`src/rtl/ami_spi_responder_pkg.sv`:
```
// rtl/ami_spi_responder_pkg.sv - shared constants and state encoding for the SPI responder
package ami_spi_pkg;

  localparam int CMD_WIDTH = 8;
  localparam int RW_BIT    = 7;

  typedef enum logic [2:0] {
    ST_WAIT_CSB_HIGH = 3'd0,
    ST_IDLE          = 3'd1,
    ST_CMD           = 3'd2,
    ST_DATA_WR       = 3'd3,
    ST_DATA_RD       = 3'd4,
    ST_OVERRUN       = 3'd5
  } state_t;

  function automatic logic in_frame(input state_t s);
    return (s == ST_CMD) || (s == ST_DATA_WR) || (s == ST_DATA_RD) || (s == ST_OVERRUN);
  endfunction

endpackage

```
`src/rtl/ami_spi_responder_if.sv`:
```
// rtl/ami_spi_responder_if.sv - SPI pins and register-file port bundle
interface ami_spi_responder_if #(
  parameter int DATA_WIDTH = 16,
  parameter int ADDR_WIDTH = 7
);
  logic                  spiCsb;
  logic                  spiSclk;
  logic                  spiMosi;
  logic                  spiMiso;
  logic                  spiMisoOe;
  logic                  rdReq;
  logic [ADDR_WIDTH-1:0] rdAddr;
  logic [DATA_WIDTH-1:0] rdData;
  logic                  wrStrobe;
  logic [ADDR_WIDTH-1:0] wrAddr;
  logic [DATA_WIDTH-1:0] wrData;
  logic                  frameErr;
  logic                  busy;

  modport slave (
    input  spiCsb, spiSclk, spiMosi, rdData,
    output spiMiso, spiMisoOe, rdReq, rdAddr, wrStrobe, wrAddr, wrData, frameErr, busy
  );

  modport master (
    output spiCsb, spiSclk, spiMosi, rdData,
    input  spiMiso, spiMisoOe, rdReq, rdAddr, wrStrobe, wrAddr, wrData, frameErr, busy
  );
endinterface

```
`src/rtl/ami_spi_responder_edge_sync.sv`:
```
// rtl/ami_spi_responder_edge_sync.sv - 2-flop synchronizer with registered rise/fall pulses
module spi_edge_sync (
  input  logic i_clk,
  input  logic i_rst_n,
  input  logic i_async,
  output logic o_rise,
  output logic o_fall
);
  // Flops reset low so a line already high at reset release yields a rise pulse.
  logic [2:0] r_sh;
  logic       r_rise;
  logic       r_fall;

  always_ff @(posedge i_clk or negedge i_rst_n) begin
    if (!i_rst_n) begin
      r_sh   <= '0;
      r_rise <= 1'b0;
      r_fall <= 1'b0;
    end else begin
      r_sh   <= {r_sh[1:0], i_async};
      r_rise <= r_sh[1] & ~r_sh[2];
      r_fall <= ~r_sh[1] & r_sh[2];
    end
  end

  assign o_rise = r_rise;
  assign o_fall = r_fall;
endmodule

```
`src/rtl/ami_spi_responder.sv`:
```
// rtl/ami_spi_responder.sv - mode-0 SPI responder turning command frames into register strobes
module ami_spi_responder
  import ami_spi_pkg::*;
#(
  parameter int DATA_WIDTH = 16,
  parameter int ADDR_WIDTH = 7
) (
  input logic           sysClk,
  input logic           sysReset_n,
  ami_spi_responder_if.slave bus
);
  localparam int FRAME_BITS = CMD_WIDTH + DATA_WIDTH;
  localparam int CNT_W      = $clog2(FRAME_BITS + 1);
  localparam logic [CNT_W-1:0] CNT_CMD_LAST   = CNT_W'(CMD_WIDTH - 1);
  localparam logic [CNT_W-1:0] CNT_FRAME_LAST = CNT_W'(FRAME_BITS - 1);
  localparam logic [CNT_W-1:0] CNT_FRAME_FULL = CNT_W'(FRAME_BITS);

  state_t                r_state, w_state_nxt;
  logic                  w_csb_rise, w_csb_fall, w_sclk_rise, w_sclk_fall;
  logic [2:0]            r_mosi_sync;
  logic                  w_mosi;
  logic [CNT_W-1:0]      r_cnt, w_cnt_eff;
  logic [DATA_WIDTH-1:0] r_rx, r_tx, r_wr_data;
  logic [ADDR_WIDTH-1:0] r_addr, r_rd_addr, r_wr_addr;
  logic                  r_rd_req, r_rd_cap, r_wr_strobe, r_miso, r_oe;
  logic                  w_counting, w_last_cmd, w_last_data, w_frame_err, w_busy;
  logic [CMD_WIDTH-1:0]  w_cmd_byte;

  spi_edge_sync u_csb_sync (
    .i_clk   (sysClk),
    .i_rst_n (sysReset_n),
    .i_async (bus.spiCsb),
    .o_rise  (w_csb_rise),
    .o_fall  (w_csb_fall)
  );

  spi_edge_sync u_sclk_sync (
    .i_clk   (sysClk),
    .i_rst_n (sysReset_n),
    .i_async (bus.spiSclk),
    .o_rise  (w_sclk_rise),
    .o_fall  (w_sclk_fall)
  );

  // Three stages so MOSI lines up with the registered SCLK edge pulse.
  always_ff @(posedge sysClk or negedge sysReset_n) begin
    if (!sysReset_n) r_mosi_sync <= '0;
    else             r_mosi_sync <= {r_mosi_sync[1:0], bus.spiMosi};
  end

  assign w_mosi      = r_mosi_sync[2];
  assign w_counting  = (r_state == ST_CMD) || (r_state == ST_DATA_WR) || (r_state == ST_DATA_RD);
  assign w_cnt_eff   = r_cnt + CNT_W'(w_counting && w_sclk_rise);
  assign w_cmd_byte  = {r_rx[CMD_WIDTH-2:0], w_mosi};
  assign w_last_cmd  = (r_state == ST_CMD) && w_sclk_rise && (r_cnt == CNT_CMD_LAST);
  assign w_last_data = ((r_state == ST_DATA_WR) || (r_state == ST_DATA_RD)) &&
                       w_sclk_rise && (r_cnt == CNT_FRAME_LAST);

  always_ff @(posedge sysClk or negedge sysReset_n) begin
    if (!sysReset_n) r_state <= ST_WAIT_CSB_HIGH;
    else             r_state <= w_state_nxt;
  end

  always_comb begin
    w_state_nxt = r_state;
    w_frame_err = 1'b0;
    w_busy      = in_frame(r_state);
    case (r_state)
      ST_WAIT_CSB_HIGH: w_state_nxt = ST_WAIT_CSB_HIGH;
      ST_IDLE:          if (w_csb_fall) w_state_nxt = ST_CMD;
      ST_CMD:           if (w_last_cmd) w_state_nxt = w_cmd_byte[RW_BIT] ? ST_DATA_RD : ST_DATA_WR;
      ST_DATA_WR,
      ST_DATA_RD:       if (w_last_data) w_state_nxt = ST_OVERRUN;
      ST_OVERRUN:       w_state_nxt = ST_OVERRUN;
      default:          w_state_nxt = ST_WAIT_CSB_HIGH;
    endcase
    // A coincident final SCLK rise is already folded into w_cnt_eff.
    if (w_csb_rise) begin
      w_state_nxt = ST_IDLE;
      w_frame_err = in_frame(r_state) && (w_cnt_eff != '0) && (w_cnt_eff != CNT_FRAME_FULL);
    end
  end

  always_ff @(posedge sysClk or negedge sysReset_n) begin
    if (!sysReset_n) begin
      r_cnt       <= '0;
      r_rx        <= '0;
      r_tx        <= '0;
      r_addr      <= '0;
      r_rd_addr   <= '0;
      r_wr_addr   <= '0;
      r_wr_data   <= '0;
      r_rd_req    <= 1'b0;
      r_rd_cap    <= 1'b0;
      r_wr_strobe <= 1'b0;
      r_miso      <= 1'b0;
      r_oe        <= 1'b0;
    end else begin
      r_rd_req    <= 1'b0;
      r_wr_strobe <= 1'b0;
      r_rd_cap    <= r_rd_req;

      if ((r_state == ST_IDLE) && w_csb_fall) begin
        r_cnt <= '0;
      end else if (w_counting && w_sclk_rise) begin
        r_cnt <= r_cnt + 1'b1;
        r_rx  <= {r_rx[DATA_WIDTH-2:0], w_mosi};
      end

      if (w_last_cmd) begin
        r_addr <= w_cmd_byte[ADDR_WIDTH-1:0];
        if (w_cmd_byte[RW_BIT]) begin
          r_rd_addr <= w_cmd_byte[ADDR_WIDTH-1:0];
          r_rd_req  <= 1'b1;
          r_oe      <= 1'b1;
        end
      end

      if (w_last_data && (r_state == ST_DATA_WR)) begin
        r_wr_addr   <= r_addr;
        r_wr_data   <= {r_rx[DATA_WIDTH-2:0], w_mosi};
        r_wr_strobe <= 1'b1;
      end

      if (w_sclk_fall) begin
        if (r_state == ST_DATA_RD) begin
          r_miso <= r_tx[DATA_WIDTH-1];
          r_tx   <= {r_tx[DATA_WIDTH-2:0], 1'b0};
        end else begin
          r_miso <= 1'b0;
        end
      end

      if (r_rd_cap) r_tx <= bus.rdData;

      if (w_csb_rise) begin
        r_oe   <= 1'b0;
        r_miso <= 1'b0;
      end
    end
  end

  assign bus.spiMiso   = r_miso;
  assign bus.spiMisoOe = r_oe & ~w_csb_rise;
  assign bus.rdReq     = r_rd_req;
  assign bus.rdAddr    = r_rd_addr;
  assign bus.wrStrobe  = r_wr_strobe;
  assign bus.wrAddr    = r_wr_addr;
  assign bus.wrData    = r_wr_data;
  assign bus.frameErr  = w_frame_err;
  assign bus.busy      = w_busy;
endmodule

```
`src/flat_wrapper.sv`:
```
// flat-port wrapper written by rule: the top's interface ports become plain ports
module ami_spi_responder_flat import ami_spi_pkg::*;
#(
  parameter int DATA_WIDTH = 16,
  parameter int ADDR_WIDTH = 7
)
  (sysClk, sysReset_n, bus_spiCsb, bus_spiSclk, bus_spiMosi, bus_rdData, bus_spiMiso, bus_spiMisoOe, bus_rdReq, bus_rdAddr, bus_wrStrobe, bus_wrAddr, bus_wrData, bus_frameErr, bus_busy);
  ami_spi_responder_if #(.DATA_WIDTH(DATA_WIDTH), .ADDR_WIDTH(ADDR_WIDTH)) bus_i ();
  input logic sysClk;
  input logic sysReset_n;
  input wire logic [$bits(bus_i.spiCsb)-1:0] bus_spiCsb;
  input wire logic [$bits(bus_i.spiSclk)-1:0] bus_spiSclk;
  input wire logic [$bits(bus_i.spiMosi)-1:0] bus_spiMosi;
  input wire logic [$bits(bus_i.rdData)-1:0] bus_rdData;
  output wire logic [$bits(bus_i.spiMiso)-1:0] bus_spiMiso;
  output wire logic [$bits(bus_i.spiMisoOe)-1:0] bus_spiMisoOe;
  output wire logic [$bits(bus_i.rdReq)-1:0] bus_rdReq;
  output wire logic [$bits(bus_i.rdAddr)-1:0] bus_rdAddr;
  output wire logic [$bits(bus_i.wrStrobe)-1:0] bus_wrStrobe;
  output wire logic [$bits(bus_i.wrAddr)-1:0] bus_wrAddr;
  output wire logic [$bits(bus_i.wrData)-1:0] bus_wrData;
  output wire logic [$bits(bus_i.frameErr)-1:0] bus_frameErr;
  output wire logic [$bits(bus_i.busy)-1:0] bus_busy;
  assign bus_i.spiCsb = bus_spiCsb;
  assign bus_i.spiSclk = bus_spiSclk;
  assign bus_i.spiMosi = bus_spiMosi;
  assign bus_i.rdData = bus_rdData;
  assign bus_spiMiso = bus_i.spiMiso;
  assign bus_spiMisoOe = bus_i.spiMisoOe;
  assign bus_rdReq = bus_i.rdReq;
  assign bus_rdAddr = bus_i.rdAddr;
  assign bus_wrStrobe = bus_i.wrStrobe;
  assign bus_wrAddr = bus_i.wrAddr;
  assign bus_wrData = bus_i.wrData;
  assign bus_frameErr = bus_i.frameErr;
  assign bus_busy = bus_i.busy;
  ami_spi_responder #(.DATA_WIDTH(DATA_WIDTH), .ADDR_WIDTH(ADDR_WIDTH)) u_core (.sysClk(sysClk), .sysReset_n(sysReset_n), .bus(bus_i));
endmodule
```
`config.mk`:
```
export PLATFORM = sky130hd
export DESIGN_NAME = ami_spi_responder_flat
export DESIGN_NICKNAME = d
export VERILOG_FILES = /design/src/rtl/ami_spi_responder_pkg.sv /design/src/rtl/ami_spi_responder_if.sv /design/src/rtl/ami_spi_responder_edge_sync.sv /design/src/rtl/ami_spi_responder.sv /design/src/flat_wrapper.sv
export SDC_FILE = /design/constraint.sdc
export NUM_CORES = 1
export LEC_CHECK = 0
export CAP_MARGIN = 30
export CELL_PAD_IN_SITES_DETAIL_PLACEMENT = 0
export CELL_PAD_IN_SITES_GLOBAL_PLACEMENT = 1
export CORE_UTILIZATION = 54
export DETAILED_ROUTE_END_ITERATION = 6
export DONT_BUFFER_PORTS = 1
export PLACE_DENSITY_LB_ADDON = 0.1
export SLEW_MARGIN = 20
export SYNTH_ARGS = -nofsm -noshare
export SYNTH_HDL_FRONTEND = slang
export SYNTH_SLANG_ARGS = --single-unit
```
`constraint.sdc`:
```
create_clock -name sysClk -period 3.5 [get_ports sysClk]
set_input_delay 0.525 -clock sysClk [delete_from_list [all_inputs] [get_ports sysClk]]
set_output_delay 0.525 -clock sysClk [all_outputs]
set_load 0.1 [all_outputs]
```
==> metrics.md <==
| Metric | Value |
|---|---|
| Status | complete, no violations |
| Die X | between 80 and 90 um |
| # H-tree levels | 3 |
| P&R area growth vs syn | 8.47% |
| Non-Filler Instances | 416 |
| Via density | between 5 and 6 |
| Global-route wire length before repair | 11.0 mm |
| Layout cells sized above 1 | 17.2% |
| Crit Reg-Reg Endpoint | u_core.bus.wrData[1]$_DFFE_PN0P_ |
| CTS tree | built |
| ANT nets after route | 0 |
| Count of flip-flops with a built-in enable after synthesis | 0 |
| Reg2Reg Launch Point | u_core.r_cnt[0]$_DFFE_PN0P_ |
| Post-synthesis instance total | about 310 |
| CTS Root Cell | clkbuf_8 |
| Cell Area, Synth | between 3000 and 4000 sq um |
| Synth area leaders | dfrtp_1, nand2_1, mux2_4 |
| Postcts setup bufs | 0 |
| Cts bufs inserted | 9 |
| Critical path type | reg -> out |
| Insertion delay to the later sink of the worst-skew pair | 340 ps |
| Initial detailed-routing violation count | 129 |
| Routed WL | between 6 and 7 mm |
| R2R Setup Slk | between 1000 and 1500 ps |
| # DRC | 0 |
| Register area share after synthesis | about 60% |
| Final setup violation count | 0 |
| Avg Synthesized Cell Area | between 10 and 15 sq um |
| Die area | between 7000 and 8000 sq um |
| Primary FF master, synth | dfrtp_1 |
| Rows | 30 |
| IO Pins | 57 |
| Total grt overflow | 0 |
| Post-synth top cells | dfrtp_1, nand2_1, mux2_4, mux2i_1, o21ai_0 |
| Initial Utilization | approximately 56% |
| Final Power | roughly 2.2 mW |
| Critical path arrival | 2660 ps |
| Diode count | 0 |
| Final hold vios | 0 |
| Total track usage | about 19% |
| RSZ-0062 raised after global routing | false |
| Synth cell types | 40 |
| Layout net count | between 300 and 400 |
| Vias in the first global route | 2258 |
| Core Area | approximately 7000 sq um |
| Syn Nets | between 300 and 400 |
| Clk pin slew, worst setup/hold paths | ~90 ps |
| Antenna violations before repair | 0 |
| Post-synth ARST share | between 90% and 100% |
| Fin. max-slew vios | 0 |
| Vias | roughly 2200 |
| Die Y | between 80 and 90 um |
| Ys Warns | 0 |
| Placed cell count | 399 |
| Worst EP required | 2970 ps |
| R2r worst-path depth | 5 |
| Pleak | 2.00 nW |
| Largest net degree at the start of global routing | 95 |
| I/O Buffers | 0 |
| Worst slew margin | between 30% and 40% |
| Area leader, netlist | dfrtp_1 |
| Min-Delay Path Class | in -> async |
| Synth Register Bits | 94 |
| Startpoint types | register |
| Setup TNS | 0 ps |
| Slew of the pin with the lowest slew margin | 934 ps |
| Critical path peak fanout | 18 |
| Wirelength per Cell | between 10 and 15 um |
| Power per standard cell area | around 530 nW/um^2 |
| Most common cell in the netlist | dfrtp_1 |
| TritonRoute pass-1 iters | 4 |
| Fmax | about 0.31 GHz |
| Peak supply drop | 0.000323 V |
| CTS Buffer Depth | 2 |
| Max-capacitance violation count | 0 |
| Post-route minimum period | between 3000 and 4000 ps |
| Clock sinks | between 90 and 100 |
| Crit end category | output port |
| Top-area cell type share of the netlist area | between 60% and 70% |
| DP HPWL | ~4.0 mm |
| Worst Skew | around 7.8 ps |
| Final RePlAce weighted congestion | 0.791 |
| Final Cycle Share | about nine tenths |
-- stage by stage --
step	util, %	instance area [sq um]	worst slack (ps)	hold WS, ps
floorplan	-	3880	139	229
global placement	56.7	3900	673	231
detailed placement	57.1	3920	596	232
CTS	61.1	4200	205	104
global route	61.1	4200	73.9	106
finish	61.1	4200	316	96.0
-- how the worst max path moves through the flow --
stage	slack [ps]	startpoint	endpoint	cells past startpoint
final	320	u_core.r_state[1]$_DFFE_PN0P_	bus_frameErr	10
after global routing	70	u_core.r_state[1]$_DFFE_PN0P_	bus_frameErr	10
after CTS	200	u_core.r_state[1]$_DFFE_PN0P_	bus_frameErr	10
after detailed placement	600	u_core.r_state[1]$_DFFE_PN0P_	bus_frameErr	10
after global placement	670	u_core.r_state[1]$_DFFE_PN0P_	bus_frameErr	10
after floorplan	140	u_core.r_state[1]$_DFFE_PN0P_	bus_frameErr	12
-- report_power, final --
group / internal (mW) / switching (mW) / total (mW) / leakage (nW)
combinational: 0.0646 / 0.119 / 0.184 / 0.684
clock: 0.478 / 0.368 / 0.847 / 0.124
sequential: 1.14 / 0.0740 / 1.21 / 1.20
total: 1.68 / 0.561 / 2.24 / 2.00
-- layout make-up --
class                      count  area, sq um
multi-input combinational    202         1380
sequential                    94         2350
inverter                       3         11.3
clock inverter                 7          121
fill                         574         2670
tap                           96          120
timing repair buffer           5         90.1
clock buffer                   9          124
-- cells by family (layout without fill, tap and decap cells) --
logic type,Yosys count,after routing,share of synthesized area [%]
compound gates,28,28,4.40
xor+xnor,3,3,0.679
fa+ha+maj,3,3,0.970
buf+inv,18,24,3.91
flops,94,94,60.8
mux,48,48,15.1
simple gates,120,120,14.2
-- per-layer routing --
layer  wire length, um  track usage (%)  up-vias
met5                 0                0        -
met4                61             4.70        0
met3               255             6.76        6
met2              2870             29.1       39
met1              3010             27.2     1081
li1                  -                -     1046
-- flip-flops by register name, summed over array words and instances (netlist names), 3 cells and up --
signal	cells
u_core.bus.rdAddr	7
u_core.u_sclk_sync.r_sh	3
u_core.r_mosi_sync	3
u_core.bus.wrAddr	7
u_core.r_cnt	5
u_core.r_addr	7
u_core.r_tx	16
u_core.u_csb_sync.r_sh	3
u_core.bus.wrData	16
u_core.r_rx	15
u_core.r_state	3
-- critical path: stages (launching register included) --
cell and delay, ps:
dfrtp_1 430, nor2b_2 230, o21ai_4 450, inv_2 70, ha_1 210, ha_1 280, nor2_1 50, nand3_1 60
nand3_1 90, a41oi_2 230, buf_12 210
-- cell usage in the layout, fill, tap and decap left out, types with 2 or more instances in the layout --
cell type  instances
buf_4              2
mux2_2             5
bufinv_16          3
nor2_1             4
clkbuf_8           9
ha_1               3
clkinv_4           2
nand4_1            2
nor2b_2            2
nor2b_1            6
and2_1             2
inv_1              2
nand3_1            4
buf_16             2
mux2i_1           18
nand2_1           90
xnor2_1            2
nand2b_1           2
mux2_1             7
a21oi_1            3
dfrtp_1           94
o21ai_1            8
mux2_4            18
o21ai_0           10
-- what timing repair did --
item,CTS,global route
gates resized for setup,0,1
setup endpoints to repair,0,1
endpoints found under the hold margin,94,0
hold buffers,1,0
No activity file was read; power rests on OpenSTA's default activity.
